File: src/rtl/pattern_pwm_capture.sv
// pattern_pwm_capture
//   Measures a burst of pulses produced by the pattern PWM generator: the
//   high time of the first pulse, the period between the first two rising
//   edges, the number of rising edges, and the slot pattern (one bit per
//   period-long slot, set when a rising edge fell inside that slot).
//   A burst ends after _IDLE_TIMEOUT clocks without a rising edge; valid
//   then pulses for one clock and all results hold until the next burst.
//
//   Optional build macro: PWM_CAP_GLITCH_FILTER_EN inserts a 3-sample
//   majority filter after the synchronizer (2 extra clocks of latency,
//   pulses of one clock or shorter are rejected).
//
// Ports
//   clk          system clock, rising edge
//   rst_n        asynchronous active-low reset
//   cap_en       high arms the block, low aborts a capture in progress
//   pwm_in       asynchronous pulse train
//   meas_high    clocks the input was high during the first pulse
//   meas_period  clocks between the first and second rising edge (0 if none)
//   pulse_cnt    rising edges seen in the burst, saturating at 255
//   pat_out      recovered slot pattern, first slot in the LSB
//   busy         high from the first rising edge until the result is valid
//   valid        one-clock pulse when the results are final
//   overflow     sticky: some counter saturated during this burst
module pattern_pwm_capture #(
  parameter int _PAT_WIDTH    = 16,
  parameter int _CNT_WIDTH    = 16,
  parameter int _IDLE_TIMEOUT = 1024
) (
  input  logic                  clk,
  input  logic                  rst_n,
  input  logic                  cap_en,
  input  logic                  pwm_in,
  output logic [_CNT_WIDTH-1:0] meas_high,
  output logic [_CNT_WIDTH-1:0] meas_period,
  output logic [7:0]            pulse_cnt,
  output logic [_PAT_WIDTH-1:0] pat_out,
  output logic                  busy,
  output logic                  valid,
  output logic                  overflow
);

  typedef logic [_CNT_WIDTH-1:0] cnt_t;
  typedef logic [_PAT_WIDTH-1:0] pat_t;

  localparam cnt_t CNT_MAX      = '1;
  localparam cnt_t TIMEOUT_LAST = cnt_t'(_IDLE_TIMEOUT - 1);

  localparam logic [2:0] ST_IDLE  = 3'd0;
  localparam logic [2:0] ST_ARMED = 3'd1;
  localparam logic [2:0] ST_FIRST = 3'd2;
  localparam logic [2:0] ST_TRACK = 3'd3;
  localparam logic [2:0] ST_DONE  = 3'd4;

  function automatic cnt_t sat_inc(input cnt_t v);
    return (v == CNT_MAX) ? v : v + cnt_t'(1);
  endfunction

  // True when incrementing v lands on (or stays at) all-ones.
  function automatic logic hits_max(input cnt_t v);
    return v >= (CNT_MAX - cnt_t'(1));
  endfunction

  logic       pwm_p0, pwm_p1;
  logic       sig, sig_d, rise;
  logic [2:0] state;
  logic       high_frozen;
  cnt_t       per_cnt, idle_cnt, slot_tmr, slot_idx;
  logic       slot_seen;

  // ---- stage p0/p1: two-flop synchronizer ----
  always_ff @(posedge clk or negedge rst_n) begin
    if (!rst_n) begin
      pwm_p0 <= 1'b0;
      pwm_p1 <= 1'b0;
    end else begin
      pwm_p0 <= pwm_in;
      pwm_p1 <= pwm_p0;
    end
  end

`ifdef PWM_CAP_GLITCH_FILTER_EN
  logic pwm_p2, pwm_p3, filt_p4;

  // ---- stage p2..p4: registered majority of three consecutive samples ----
  always_ff @(posedge clk or negedge rst_n) begin
    if (!rst_n) begin
      pwm_p2  <= 1'b0;
      pwm_p3  <= 1'b0;
      filt_p4 <= 1'b0;
    end else begin
      pwm_p2  <= pwm_p1;
      pwm_p3  <= pwm_p2;
      filt_p4 <= (pwm_p1 & pwm_p2) | (pwm_p1 & pwm_p3) | (pwm_p2 & pwm_p3);
    end
  end

  assign sig = filt_p4;
`else
  assign sig = pwm_p1;
`endif

  // ---- edge detection on the conditioned signal ----
  always_ff @(posedge clk or negedge rst_n) begin
    if (!rst_n) sig_d <= 1'b0;
    else        sig_d <= sig;
  end

  assign rise  = sig & ~sig_d;
  assign busy  = (state == ST_FIRST) || (state == ST_TRACK);
  assign valid = (state == ST_DONE);

  // ---- capture FSM and measurement registers ----
  always_ff @(posedge clk or negedge rst_n) begin
    if (!rst_n) begin
      state       <= ST_IDLE;
      meas_high   <= '0;
      meas_period <= '0;
      pulse_cnt   <= '0;
      pat_out     <= '0;
      overflow    <= 1'b0;
      high_frozen <= 1'b0;
      per_cnt     <= '0;
      idle_cnt    <= '0;
      slot_tmr    <= '0;
      slot_idx    <= '0;
      slot_seen   <= 1'b0;
    end else begin
      case (state)
        ST_IDLE: if (cap_en) state <= ST_ARMED;

        ST_ARMED: begin
          if (!cap_en) begin
            state <= ST_IDLE;
          end else if (rise) begin
            state       <= ST_FIRST;
            pulse_cnt   <= 8'd1;
            meas_high   <= cnt_t'(1);
            per_cnt     <= cnt_t'(1);
            meas_period <= '0;
            pat_out     <= pat_t'(1'b1);
            overflow    <= 1'b0;
            high_frozen <= 1'b0;
            idle_cnt    <= '0;
          end
        end

        ST_FIRST: begin
          if (!cap_en) begin
            state <= ST_IDLE;
          end else begin
            // High time stops at the first falling edge and never resumes.
            if (!high_frozen) begin
              if (sig) begin
                meas_high <= sat_inc(meas_high);
                if (hits_max(meas_high)) overflow <= 1'b1;
              end else begin
                high_frozen <= 1'b1;
              end
            end
            per_cnt <= sat_inc(per_cnt);
            if (hits_max(per_cnt)) overflow <= 1'b1;

            if (rise) begin
              // Second edge opens slot 1; slot 0 was the first pulse.
              state       <= ST_TRACK;
              meas_period <= per_cnt;
              pat_out     <= pat_t'(2'b11);
              pulse_cnt   <= 8'd2;
              idle_cnt    <= '0;
              slot_tmr    <= cnt_t'(1);
              slot_idx    <= cnt_t'(1);
              slot_seen   <= 1'b1;
            end else if (idle_cnt == TIMEOUT_LAST) begin
              state <= ST_DONE;
            end else begin
              idle_cnt <= sat_inc(idle_cnt);
            end
          end
        end

        ST_TRACK: begin
          if (!cap_en) begin
            state <= ST_IDLE;
          end else begin
            if (rise) begin
              if (pulse_cnt != 8'hFF) pulse_cnt <= pulse_cnt + 8'd1;
              if (pulse_cnt >= 8'hFE) overflow <= 1'b1;
              idle_cnt <= '0;
            end else if (idle_cnt == TIMEOUT_LAST) begin
              state <= ST_DONE;
            end else begin
              idle_cnt <= sat_inc(idle_cnt);
            end

            // slot_idx is the slot currently accumulating; it is written
            // when its period expires. An edge in the boundary clock is
            // credited to the slot that starts there.
            if (slot_tmr == meas_period) begin
              for (int i = 0; i < _PAT_WIDTH; i++) begin
                if (slot_idx == cnt_t'(i)) pat_out[i] <= slot_seen;
              end
              slot_idx <= sat_inc(slot_idx);
              if (hits_max(slot_idx)) overflow <= 1'b1;
              slot_seen <= rise;
              slot_tmr  <= cnt_t'(1);
            end else begin
              slot_tmr  <= slot_tmr + cnt_t'(1);
              slot_seen <= slot_seen | rise;
            end
          end
        end

        ST_DONE: state <= ST_IDLE;

        default: state <= ST_IDLE;
      endcase
    end
  end

endmodule

File: config.mk
export PLATFORM = sky130hd
export DESIGN_NAME = pattern_pwm_capture
export DESIGN_NICKNAME = d
export VERILOG_FILES = /design/src/rtl/pattern_pwm_capture.sv
export SDC_FILE = /design/constraint.sdc
export NUM_CORES = 1
export LEC_CHECK = 0
export BUFFER_PORTS_ARGS = -buffer_cell sky130_fd_sc_hd__clkbuf_2
export CORE_MARGIN = 4
export CORE_UTILIZATION = 45
export DETAILED_ROUTE_END_ITERATION = 16
export HOLD_SLACK_MARGIN = 0.03
export PLACE_DENSITY = 0.62
export SKIP_CTS_REPAIR_TIMING = 1
export SLEW_MARGIN = 10
export SYNTH_ARGS = -nofsm -noshare
export SYNTH_HDL_FRONTEND = slang
export SYNTH_SLANG_ARGS = --single-unit
File: constraint.sdc
create_clock -name clk -period 3 [get_ports clk]
set_input_delay 0.6 -clock clk [delete_from_list [all_inputs] [get_ports clk]]
set_output_delay 0.6 -clock clk [all_outputs]
set_load 0.05 [all_outputs]
Yosys cells after proc, flatten, opt, wreduce, memory -nomap -nowiden
Cells that the tools add are included.
{ "word_totals": {"reg_bits": 129, "elab_cells": 228, "in_bits": 4, "output_inout_bits": 59} }
{ "classes": {"mux": 87, "addsub": 6, "bitwise_logic": 3, "n_reduce_logical": 34, "order_cmp": 4, "eq_ne": 64} }
{ "op_table": {"columns": ["op", "n"], "rows": [
  ["two-way mux 16 bit", 25],
  ["case mux 16 bit (2 select lines)", 6],
  ["AND reduction 8 bit", 18],
  ["equality test 16 x 4 -> 1 bit (second input constant)", 8],
  ["adder 16 x 1 -> 16 bit (second input constant)", 5],
  ["equality test 16 bit (second input constant)", 4],
  ["equality test 16 x 3 -> 1 bit (second input constant)", 4],
  ["two-way mux 8 bit", 7],
  [">= comparator 16 bit (second input constant)", 3],
  ["case mux 16 bit (3 select lines)", 1],
  ["!= test 2 x 1 -> 1 bit (second input constant)", 19],
  ["two-way mux 1 bit", 35],
  ["equality test 16 x 2 -> 1 bit (second input constant)", 2],
  ["two-way mux 3 bit", 8],
  ["!= test 2 bit (second input constant)", 12],
  ["case mux 8 bit (3 select lines)", 1],
  ["equality test 16 x 1 -> 1 bit (second input constant)", 1],
  ["equality test 16 x 10 -> 1 bit (second input constant)", 1],
  ["equality test 16 bit", 1],
  ["logical NOT 16 bit", 1],
  ["!= test 3 bit (second input constant)", 4],
  ["case mux 3 bit (4 select lines)", 1],
  ["AND reduction 6 bit", 2],
  ["AND reduction 5 bit", 2],
  ["other kinds (21)", 27]
]} }

Logic depth before layout (Yosys ltp)
{ "logic_depth": {"ltp_word": 7, "mapped_depth": 8, "mapped_depth_nobuf": 7} }

Least setup slack after synthesis
No wires, ideal clock.
{ "synth_timing": {"kind": "register to register", "from": "reg meas_period[10]", "to": "reg pat_out[4]", "required_ps": 2920, "setup_ps": 80, "n_path_buf": 1, "setup_slack_ps": 700, "synth_period_minus_slack_ps": 2300, "arrival_ps": 2221, "stages_incl_launch_ff": 8, "cell_sequence": "dfrtp_1 xnor2_1 nand4_1 nor4_4 nand3_2 buf_4 nor3_1 mux2i_1"} }
{ "synth_via": {"elab_chain_cells": 3} }
{ "synth_lines": {"columns": ["item", "line", "rtl"], "rows": [
  ["start, declared", "35", "output logic [_CNT_WIDTH-1:0] meas_period,"],
  ["start signal, assigned", "167", "meas_period <= per_cnt;"],
  ["equality test 16 bit", "199", "if (slot_tmr == meas_period) begin"],
  ["!= test 2 x 1 -> 1 bit (no source line)", null, null],
  ["AND reduction 8 bit (no source line)", null, null],
  ["end signal, assigned", "141", "pat_out <= pat_t'(1'b1);"],
  ["end signal, assigned", "168", "pat_out <= pat_t'(2'b11);"],
  ["end signal, assigned by index", "201", "if (slot_idx == cnt_t'(i)) pat_out[i] <= slot_seen;"],
  ["end, declared", "37", "output logic [_PAT_WIDTH-1:0] pat_out,"]
]} }
Every way passes these cells.
A chain may end at the register's enable or synchronous reset.

Worst setup path after layout
{ "layout_timing": {"from": "reg state[1]", "to": "out busy"} }
{ "layout_via": {"elab_chain_cells": 2} }
{ "layout_lines": {"columns": ["item", "line", "rtl"], "rows": [
  ["start, declared", "66", "logic [2:0] state;"],
  ["start signal, assigned", "116", "state <= ST_IDLE;"],
  ["start signal, assigned", "130", "ST_IDLE: if (cap_en) state <= ST_ARMED;"],
  ["start signal, assigned", "134", "state <= ST_IDLE;"],
  ["equality test 3 x 2 -> 1 bit", "110", "assign busy = (state == ST_FIRST) || (state == ST_TRACK);"],
  ["logical OR 1 bit *", "110", null],
  ["end, declared", "38", "output logic busy,"]
]} }
Every way passes the cells marked *; elsewhere a longest branch is shown, timed or not.

==> run_results.csv <==
group,metric,value,unit
synth,ys.flop_type,"dfrtp_1",
cells_and_area,nNetsFinal,815,
clock_tree,cts_buffer_depth,2,
timing,finalHoldViolations,0,
floorplanning,initial_core_util,0.458,
worst_setup_path,crit_slowest_cell,"dfrtp_1",
synth,synthCells,737,
clock_tree,cts_root_buf,"clkbuf_16",
timing,min_period_over_period,0.843,
synth,synth_compound_gate_area_share,0.126,
place,pre_cts_slack,0.446,ns
synth,yosys.area_share.xor_xnor,0.0758,
synth,synthArstFlopShare,1.00,
worst_setup_path,worstSetupEndpointType,"output pin",
power_and_ir_drop,p_per_area,534,nW/um2
synth,synthAdderAreaFrac,0.0231,
run,cap_violations,0,
routing,num_vias,5777,
timing,finalClockSkew,0.00794,ns
synth,yosys.area_share.simple,0.251,
floorplanning,die-area,17500,um2
timing,worst_slack,0.471,ns
floorplanning,io_pins,63,
routing,post_drt_wl_per_cell,16.9,um
power_and_ir_drop,power.total,0.00429,W
hold_path,min_path_type,"in2async",
worst_setup_path,cpLargestDelayFamily,"flip-flops",
routing,drtPass1Iterations,5,
worst_setup_path,arrival,1.93,ns
worst_setup_path,cp_max_fo,13,
global_routing,grt_pass1_vias,5782,
cells_and_area,n_antenna_cell,0,
timing,finalCriticalPeriod,2.53,ns
clock_tree,cts_tree,"built",
routing,viasPerCell,5.78,
synth,yosys.cell_types.count,63,
global_routing,antenna_found_initial,0,
cells_and_area,syn_to_final_growth,15.9,%
global_routing,grt_pass1_wl,28900,um
synth,syn_avg_cell_area,9.41,um2
floorplanning,num_rows,45,
timing,setup_violations,0,
synth,synthMuxAreaShare,0.0308,
clock_tree,cts_sinks,129,
cells_and_area,final_cell_mix,"dfrtp_1, nand2_1, nor2_1",
place,port-buffer-count,62,
synth,synth_area,6940,um2
timing,worst_pin_slew,0.907,ns
place,placed_area,7470,um2
clock_tree,cts_buffers,17,
timing,whs,0.238,ns
timing,slew_violations,0,
cells_and_area,drive_gt1_frac,0.149,
synth,ys_warn_count,0,
clock_tree,clock_latency,0.42,ns
worst_setup_path,path_cells,"inv_1 > nor2_1 > clkbuf_2",
timing,relSlewSlack,0.390,
worst_setup_path,cp_num_cells,3,
global_routing,grt.overflow.total,0,
worst_setup_path,critPathMaxStageDelay,0.57,ns
synth,synth_top_family_by_area,"simple AND/OR/NAND/NOR gates",
worst_setup_path,worstPathRequired,2.40,ns
floorplanning,die_w,132,um
worst_setup_path,ff2ff_path_depth,5,
timing,tns,0,ns
global_routing,grt_max_degree,52,
routing,remaining_drc_errors,0,
worst_setup_path,crit_path_start_kind,"flip-flop",
synth,synth.yosys.seq_area_share,0.465,
timing,max_freq,395,MHz
worst_setup_path,crit_buf_inv,2,
synth,syn-num-nets,753,
routing,routed_wl,16900,um
worst_setup_path,crit_type,"reg2out",
clock_tree,cts.reportedPaths.clkPinSlew,0.06,ns
floorplanning,coreArea,15100,um2
routing,ant_nets,0,
power_and_ir_drop,p_leak,3.59,nW
place,place_congestion,0.838,
clock_tree,ctsHtreeMaxLevel,4,
routing,drt-initial-drc-count,461,
outcome,outcome,"completed",
synth,synth-seq-cells,129,
timing,rsz0062_at_grt,"false",
global_routing,track_usage,0.200,
cells_and_area,final_common_cell,"dfrtp_1",
synth,synth_edf_count,0,
power_and_ir_drop,ir_worst_vdd,0.388,mV
cells_and_area,final_area,8040,um2
place,dp_hpwl,11700,um
floorplanning,die_h,132,um
through the flow:
| step | cells | util |
|---|---|---|
| 2_1_floorplan | 737 | - |
| 3_3_place_gp | 968 | 0.493 |
| 3_5_place_dp | 968 | 0.493 |
| 4_1_cts | 1000 | 0.531 |
| 5_1_grt | 1000 | 0.531 |
| 6_report | 1000 | 0.531 |
layout make-up:
cell class | instances | area, um2
Tap cell | 188 | 235
Multi-Input combinational cell | 563 | 3520
Timing Repair Buffer | 75 | 435
Fill cell | 1350 | 7110
Inverter | 13 | 48.8
Clock inverter | 10 | 83.8
Sequential cell | 129 | 3230
Clock buffer | 22 | 484
path summary, 6_finish.rpt:
path	slack (ns)	startpoint	to
max	0.47	state[1]	busy
min	0.24	rst_n	pat_out[11]
max reg2reg	0.49	state[1]	slot_tmr[11]
min reg2reg	0.35	pwm_p0	pwm_p1
max in group asynchronous	2.06	rst_n	meas_high[14]
min in group clk	0.29	pwm_in	pwm_p0
worst register-to-register path: cells and delay by family, from the launching register on:
family / cells / cell delay, ns
AOI/OAI and AO/OA: 1 / 0.42
DFF: 1 / 0.57
buffers and inverters: 1 / 0.20
and+or+nand+nor: 3 / 1.22
per-layer routing:
layer	track usage	vias up	wire, um
met4	0.0613	0	220
met3	0.0462	23	694
met1	0.266	2826	7700
li1	-	2789	-
met2	0.325	139	8280
met5	0	-	0
synthesized netlist by cell type (9+ instances only):
cell      count  area share
xnor2_1      29       0.037
dfrtp_1     129        0.47
xor2_1       31       0.039
and3_1       22       0.020
clkbuf_1     23       0.012
a22o_1       15       0.019
nand4_1      27       0.024
nor2_1       72       0.039
nand2_1      79       0.043
ha_1         12       0.022
a21oi_1      19       0.014
nor4_1       13       0.012
o21ai_0      39       0.028
nand3_1      37       0.027
nand2b_1     11      0.0099
mux2i_1      18       0.026
and4_1       11       0.014
nor3_1       34       0.025
inv_1        13      0.0070
o31ai_1       9      0.0097
cells by family (layout without fill, tap and decap cells):
kind of cell               count (synthesis)  count (layout)
AOI/OAI and AO/OA                        128             128
xor gates and xnor gates                  60              60
adders and majority gates                 13              13
buffers and inverters                     45             120
DFF                                      129             129
muxes                                     21              21
and+or+nand+nor                          341             341
registers in the layout, indices dropped and copies added (netlist names), 3 cells and up:
name	flops
pat_out	16
per_cnt	16
meas_period	16
slot_idx	16
state	3
pulse_cnt	8
slot_tmr	16
idle_cnt	16
meas_high	16
power by group:
| part | leakage [nW] | internal [W] | total, W | switching, W |
|---|---|---|---|---|
| Clock | 0.281 | 0.00122 | 0.00198 | 0.000758 |
| Combinational | 1.55 | 0.000129 | 0.000428 | 0.000299 |
| Sequential | 1.76 | 0.00180 | 0.00189 | 0.0000893 |
Power figures use the tool's default switching activity.
